--- src/rtl/draw_rect_ctl.sv ---
// Motion controller for the draw_rect sprite: follows the mouse, or falls
// under gravity and bounces on a floor line after a left click.
`timescale 1ns / 1ps

// state | meaning
// IDLE  | rectangle follows mouse position (y clamped to floor)
// FALL  | accelerating downwards once per tick until the floor is reached
// RISE  | decelerating upwards after a bounce until velocity reaches zero
// DONE  | at rest on the floor, waiting for a click to resume mouse-follow
module draw_rect_ctl #(
  parameter int CLK_HZ  = 65_000_000,
  parameter int TICK_HZ = 100,
  parameter int FLOOR_Y = 704,
  parameter int GRAVITY = 1,
  parameter int V_MAX   = 64,
  parameter int MIN_V   = 2
) (
  input  logic        clk,
  input  logic        rst,
  input  logic [11:0] mouse_xpos,
  input  logic [11:0] mouse_ypos,
  input  logic        mouse_left,
  output logic [11:0] xpos,
  output logic [11:0] ypos,
  output logic        busy
);

  localparam int TICK_DIV = CLK_HZ / TICK_HZ;
  localparam int CNT_W    = $clog2(TICK_DIV);

  localparam logic [CNT_W-1:0] CNT_MAX  = CNT_W'(TICK_DIV - 1);
  localparam logic [12:0]      FLOOR_13 = 13'(FLOOR_Y);
  localparam logic [11:0]      FLOOR_12 = 12'(FLOOR_Y);
  localparam logic [11:0]      GRAV_12  = 12'(GRAVITY);
  localparam logic [12:0]      VMAX_13  = 13'(V_MAX);
  localparam logic [11:0]      MINV_12  = 12'(MIN_V);

  typedef enum logic [1:0] {IDLE, FALL, RISE, DONE} state_t;

  state_t           state;
  logic [CNT_W-1:0] tick_cnt;
  logic             tick;
  logic             left_d;
  logic             left_arm;
  logic             click;
  logic [11:0]      v;

  logic [12:0] y_next;
  logic [12:0] v_inc;
  logic [11:0] v_fall;
  logic [11:0] v_rise;
  logic [11:0] v_bounce;
  logic [11:0] mouse_y_clamp;

  // Free-running motion tick, independent of state.
  always_ff @(posedge clk or negedge rst) begin
    if (!rst) begin
      tick_cnt <= '0;
    end else if (tick_cnt == CNT_MAX) begin
      tick_cnt <= '0;
    end else begin
      tick_cnt <= tick_cnt + 1'b1;
    end
  end

  assign tick = (tick_cnt == CNT_MAX);

  // left_arm blocks a click on the first cycle after reset, so a button
  // already held through reset is not mistaken for a fresh press.
  always_ff @(posedge clk or negedge rst) begin
    if (!rst) begin
      left_d   <= 1'b0;
      left_arm <= 1'b0;
    end else begin
      left_d   <= mouse_left;
      left_arm <= 1'b1;
    end
  end

  assign click = mouse_left & ~left_d & left_arm;

  always_comb begin
    y_next        = {1'b0, ypos} + {1'b0, v};
    v_inc         = {1'b0, v} + {1'b0, GRAV_12};
    v_fall        = (v_inc > VMAX_13) ? VMAX_13[11:0] : v_inc[11:0];
    v_rise        = (v > GRAV_12) ? (v - GRAV_12) : 12'd0;
    v_bounce      = v - (v >> 2);
    mouse_y_clamp = (mouse_ypos > FLOOR_12) ? FLOOR_12 : mouse_ypos;
  end

  always_ff @(posedge clk or negedge rst) begin
    if (!rst) begin
      state <= IDLE;
      xpos  <= '0;
      ypos  <= '0;
      v     <= '0;
      busy  <= 1'b0;
    end else begin
      case (state)
        IDLE: begin
          xpos <= mouse_xpos;
          ypos <= mouse_y_clamp;
          if (click) begin
            state <= FALL;
            v     <= '0;
            busy  <= 1'b1;
          end
        end
        FALL: begin
          if (tick) begin
            if (y_next >= FLOOR_13) begin
              ypos <= FLOOR_12;
              if (v_bounce < MINV_12) begin
                state <= DONE;
                v     <= '0;
                busy  <= 1'b0;
              end else begin
                state <= RISE;
                v     <= v_bounce;
              end
            end else begin
              ypos <= y_next[11:0];
              v    <= v_fall;
            end
          end
        end
        RISE: begin
          if (tick) begin
            if (v == 12'd0) begin
              state <= FALL;
            end else if (v > ypos) begin
              // would overshoot the top edge: pin to 0 and start falling
              ypos <= '0;
              v    <= '0;
            end else begin
              ypos <= ypos - v;
              v    <= v_rise;
            end
          end
        end
        DONE: begin
          if (click) begin
            state <= IDLE;
          end
        end
        default: begin
          state <= IDLE;
          busy  <= 1'b0;
        end
      endcase
    end
  end

endmodule

--- config.mk ---
export PLATFORM = sky130hd
export DESIGN_NAME = draw_rect_ctl
export DESIGN_NICKNAME = d
export VERILOG_FILES = /design/src/rtl/draw_rect_ctl.sv
export SDC_FILE = /design/constraint.sdc
export NUM_CORES = 1
export LEC_CHECK = 0
export ABC_AREA = 1
export CAP_MARGIN = 20
export CORE_ASPECT_RATIO = 0.6
export CORE_MARGIN = 8
export CORE_UTILIZATION = 64
export DETAILED_ROUTE_END_ITERATION = 10
export GPL_TIMING_DRIVEN = 0
export PLACE_DENSITY = 0.87
export SYNTH_ARGS = -nofsm -noshare
export SYNTH_HDL_FRONTEND = slang
export SYNTH_SLANG_ARGS = --single-unit
--- constraint.sdc ---
create_clock -name clk -period 4.4 [get_ports clk]
set_input_delay 0.88 -clock clk [delete_from_list [all_inputs] [get_ports clk]]
set_output_delay 0.88 -clock clk [all_outputs]
set_load 0.05 [all_outputs]
# --- After elaboration in Yosys (flattened, before gate mapping) ---
# Index checks and enable logic that the tools add are counted.
classes:
  n_reduce_logical: 8
  magnitude_cmp: 6
  n_mux: 31
  n_addsub: 6
  bitwise: 3
  n_eq_ne: 12
ops:
  columns: ["op", "n"]
  rows:
  - ["12-bit 2-to-1 mux", 15]
  - ["12-bit one-hot mux with 3 select lines", 2]
  - ["20-bit by 1-bit adder with 20-bit output, second input constant", 1]
  - ["20-bit == test, second input constant", 1]
  - ["20-bit 2-to-1 mux", 1]
  - ["2-bit != test, second input constant", 8]
  - ["12-bit by 1-bit adder with 13-bit output, second input constant", 1]
  - ["12-bit by 12-bit adder with 13-bit output", 1]
  - ["13-bit by 10-bit >= comparator with 1-bit output, second input constant", 1]
  - ["13-bit by 7-bit > comparator with 1-bit output, second input constant", 1]
  - ["12-bit by 1-bit > comparator with 1-bit output, second input constant", 1]
  - ["12-bit by 10-bit > comparator with 1-bit output, second input constant", 1]
  - ["12-bit > comparator", 1]
  - ["12-bit logical NOT", 1]
  - ["12-bit by 2-bit less-than comparator with 1-bit output, second input constant", 1]
  - ["2-bit 2-to-1 mux", 6]
  - ["12-bit by 1-bit subtractor with 12-bit output, second input constant", 1]
  - ["12-bit by 10-bit subtractor with 12-bit output", 1]
  - ["12-bit subtractor", 1]
  - ["5-bit AND reduction", 2]
  - ["2-bit one-hot mux with 4 select lines", 1]
  - ["6-bit AND reduction", 1]
  - ["1-bit 2-to-1 mux", 5]
  - ["2-bit == test, second input constant", 2]
  - ["8 further kinds", 9]
word_totals:
  elab_cells: 74
  ff_bits: 61
  output_inout_bits: 25
  in_bits: 27

# --- Longest topological paths before layout ---
logic_depth:
  depth_word: 6
  ltp_mapped: 21
  ltp_nobuf: 19

# --- Worst setup path before layout ---
# OpenSTA, ideal clock, no wires.
synth_path:
  kind: "register to register"
  start: "register ypos[0]"
  end: "register ypos[9]"
  setup_ps: 118
  stages_incl_launch_ff: 18
  synth_period_minus_slack_ps: 2521
  t_required_ps: 4282
  path_buffers: 0
  slack_ps: 1879
  arrival_ps: 2403
  path_cell_list: "dfrtp_1 ha_1 inv_1 fa_1 inv_1 nand2_1 nand3_1 nand2_1 nand2_1 nand2_1 nand2_1 nand2_1 nand2_2 nand2_2 o21ai_1 nand3_1 nand2_1 nand2_1"
synth_between:
  elab_chain_cells: 5
  elab_cells_between_ends: 10
  cone_classes: "add/sub (2); order compare (2); mux (6)"
synth_lines:
  columns: ["element", "line", "source"]
  rows:
  - ["start: declaration", "24", "output logic [11:0] ypos,"]
  - ["start signal: assignment", "102", "ypos <= mouse_y_clamp;"]
  - ["start signal: assignment", "122", "ypos <= y_next[11:0];"]
  - ["start signal: assignment", "136", "ypos <= ypos - v;"]
  - ["12-bit by 12-bit adder with 13-bit output, or another cell as far along", "83", "y_next = {1'b0, ypos} + {1'b0, v};"]
  - ["13-bit by 10-bit >= comparator with 1-bit output / 12-bit 2-to-1 mux (equally long branches)", "111, 131", null]
  - ["12-bit 2-to-1 mux (on tied branches)", "111, 129", null]
  - ["12-bit 2-to-1 mux (on tied branches)", "110, 128", null]
  - ["12-bit one-hot mux with 3 select lines (*)", "99", "case (state)"]
# Every way passes the cells marked *; elsewhere a longest branch is shown, timed or not. The select of a mux whose other input is x is not followed.
# A chain may end at the register's enable or synchronous reset.

# --- Worst setup path in the final report ---
layout_path:
  start: "register v[9]"
  end: "register v[10]"
layout_between:
  elab_chain_cells: 6
  elab_cells_between_ends: 21
  cone_classes: "add/sub (4); order compare (5); eq/ne (1); mux (9); reduce/logical (2)"
layout_lines:
  columns: ["element", "line", "source"]
  rows:
  - ["start: declaration", "46", "logic [11:0] v;"]
  - ["start signal: assignment", "119", "v <= v_bounce;"]
  - ["start signal: assignment", "123", "v <= v_fall;"]
  - ["start signal: assignment", "137", "v <= v_rise;"]
  - ["12-bit by 1-bit adder with 13-bit output, or another cell as far along", "84", "v_inc = {1'b0, v} + {1'b0, GRAV_12};"]
  - ["13-bit by 7-bit > comparator with 1-bit output, or another cell as far along", "85", "v_fall = (v_inc > VMAX_13) ? VMAX_13[11:0] : v_inc[11:0];"]
  - ["12-bit 2-to-1 mux (on tied branches)", "85, 113, 131", null]
  - ["12-bit 2-to-1 mux (on tied branches)", "111, 129", null]
  - ["12-bit 2-to-1 mux (on tied branches)", "110, 128", null]
  - ["12-bit one-hot mux with 3 select lines", "99", null]
# Several ways; a longest one is shown, not always the timed one. The select of a mux whose other input is x is not followed.

==> results.toml <==
[timing]
fin_skew_ns = 0.00961
final_hold_viol_count = 0
slew_hr = 0.294
setup_viol = 0
drv_slew = 0
min_period_over_period = 0.751
tightest_slew_ns = 1.05
setup-tns-final_ns = 0
grt_setup_unrepaired = "false"
finalWorstPathRequiredPeriod_ns = 3.30
max_clock_freq_ghz = 0.303

[synth]
ys.warnings.count = 0
syn_nets = 1016
synth_top_flop_cell = "sky130_fd_sc_hd__dfrtp_1"
synth-edff-count = 0
syn-cell-area_sq_um = 5900
yosys.cell_types.count = 47
syn_avg_cell_area_sq_um = 6.26
share_of_the_yosys_chip_area_belonging_to_registers = 0.259
ys_ff_latch = 61
ys_async_sr_fraction = 1.00
netlist_instances = 942

[worst_setup_path]
worstPathRequired_ns = 4.67
critPathKind = "reg2reg"
maximum_fanout_along_the_worst_path = 9
ff2ff_setup_slack_ns = 1.10
critical_path.reg2reg.startpoint = "v[9]$_DFFE_PN0P_"
critPathArrivalTime_ns = 3.58
worst_r2r_path_depth = 14
timing.rr.end = "v[10]$_DFFE_PN0P_"
timing.critical_path.from = "v[9]$_DFFE_PN0P_"
critPathCaptureType = "flip-flop"
timing.critical_path.from_type = "flip-flop"

[clock_network]
post-cts-setup-buffers = 0
clk_latency_ns = 0.34
post_cts.resized_instances = 0
cts.sink_count = 61
worst_setup_hold_path_clk_slew_ns = 0.05
cts_buffer_depth = 2
post_cts_hold_buffer_count = 0
cts_tree = "built"
h-tree-depth = 3
clock-root-buffer = "sky130_fd_sc_hd__clkbuf_16"
cts_made_buffers = 9

[route]
wl_um = 18000
detailedRoute.firstPassIterationCount = 6
detail_route.drc_violations = 0
dr_wl_met3_um = 2700
drt-met1-wl_um = 8420
postRouteAntennaNets = 0
detailroute.via_count = 6498
route.met2.wl_um = 6700
drt-initial-drc-count = 997
routedWlPerCell_um = 16.0
via_density_per_instance = 5.78
top_signal_layer_used = "met4"

[cells_and_area]
num-nets-final = 1078
synthToLayoutAreaGrowth_pct = 16.4
layout-drive-gt1-share = 0.0655
layout.cells.most_common = "sky130_fd_sc_hd__nand2_1"
layout_common_cells = "sky130_fd_sc_hd__nand2_1, sky130_fd_sc_hd__inv_1, sky130_fd_sc_hd__nor2_1"
filler_cell_count = 753
antenna_cells = 0

[placed_design]
globalplace.congestion = 1.06
buffer_ports.inserted = 51
place_hpwl_um = 13900

[worst_hold_path]
hold_path_end = "xpos[11]$_DFFE_PN0P_"
hold_path_depth = 2
hold_path.class = "reg2reg"
timing.hold.worst.start = "xpos[11]$_DFFE_PN0P_"

[floorplan]
die_w_um = 140
floorplan.core_area_sq_um = 9050
die-height_um = 90.4
die_area_sq_um = 12600
std_cell_rows = 27
initial_utilization = 0.651
pin_count = 52

[outcome]
run_status = "finished clean"

[grt]
grt_remaining_overflow = 0
vias_in_the_first_global_route = 5759
grt_start_max_net_pins = 62
antenna_found_initial = 0
overall_track_demand_over_capacity_in_global_routing = 0.287
grt_first_pass_wirelength_um = 29300

[run]
max_cap_violations = 0
## synthesized netlist by cell type, drive strengths merged (2+ instances only)
library cell | count | area, sq um
nand2 | 345 | 1310
inv | 119 | 449
nor2 | 85 | 342
nand3 | 78 | 408
dfrtp | 61 | 1530
ha | 44 | 551
a21oi | 39 | 195
nand4 | 32 | 200
nor3 | 27 | 156
o21ai | 23 | 115
xor2 | 21 | 184
buf | 18 | 100
clkbuf | 8 | 30.0
nor4 | 6 | 37.5
o22ai | 5 | 31.3
a31oi | 4 | 25.0
nand3b | 4 | 30.0
or2 | 4 | 27.5
fa | 3 | 60.1
o21bai | 3 | 33.8
nor3b | 2 | 15.0
## stage by stage
stage / util / setup WS, ns / area (sq um) / std cells / hold WS (ns)
after floorplan: - / 1.88 / 5900 / 942 / 0.481
after global placement: 0.724 / 0.351 / 6550 / 1109 / 0.453
after detailed placement: 0.724 / 1.30 / 6550 / 1109 / 0.458
after CTS: 0.758 / 1.26 / 6870 / 1124 / 0.472
after global routing: 0.758 / 0.925 / 6870 / 1124 / 0.503
final: 0.758 / 1.10 / 6870 / 1124 / 0.470
## worst max-delay path by stage
stage	slack, ns	to	cells after the start
after CTS	1.26	v[10]$_DFFE_PN0P_	14
after floorplan	1.88	ypos[9]$_DFFE_PN0P_	17
after global placement	0.35	v[1]$_DFFE_PN0P_	1
after detailed placement	1.30	ypos[9]$_DFFE_PN0P_	16
final	1.10	v[10]$_DFFE_PN0P_	14
after global routing	0.93	v[7]$_DFFE_PN0P_	14
## sequential cells by signal (all words and copies together) (netlist names)
| name | cells |
|---|---|
| tick_cnt | 20 |
| v | 12 |
| xpos | 12 |
| ypos | 12 |
| state | 2 |
| busy | 1 |
| left_arm | 1 |
| left_d | 1 |
## critical path, stage by stage (launching register included)
cell                       delay (ns)
sky130_fd_sc_hd__dfrtp_1         0.37
sky130_fd_sc_hd__clkbuf_1        0.31
sky130_fd_sc_hd__inv_1           0.20
sky130_fd_sc_hd__ha_1            0.31
sky130_fd_sc_hd__buf_2           0.22
sky130_fd_sc_hd__nand2_1         0.10
sky130_fd_sc_hd__nor3_1          0.32
sky130_fd_sc_hd__nand3_1         0.13
sky130_fd_sc_hd__nand4_1         0.15
sky130_fd_sc_hd__nand2_1         0.15
sky130_fd_sc_hd__nor2_2          0.37
sky130_fd_sc_hd__inv_1           0.20
sky130_fd_sc_hd__o22ai_1         0.24
sky130_fd_sc_hd__nand2_1         0.09
sky130_fd_sc_hd__nand2_1         0.07
## metal layers
layer  global-route usage  vias up
met4               0.0539        0
li1                     -     3145
met3                0.104       28
met2                0.367      401
met5                    0        -
met1                0.438     2924
## cells by family after synthesis
logic type	share of synthesized area
AND/OR/NAND/NOR	0.430
buffers and inverters	0.0989
AO/OA/AOI/OAI	0.0759
flip-flops	0.259
adder cells (fa/ha/maj)	0.104
XOR/XNOR	0.0327
other	0.000636
## area by class of cell
type,instances,area [sq um],area share
Timing Repair Buffer,51,508,0.0740
Sequential cell,61,1530,0.222
Inverter,120,453,0.0660
Multi-Input combinational cell,735,3790,0.552
Clock buffer,11,243,0.0353
Clock inverter,4,72.6,0.0106
Tap cell,116,145,0.0211
Buffer,26,130,0.0190
Power is left out: the tool's default activity adds up to more than one toggle a clock period on the data nets, which glitch-free logic cannot reach.
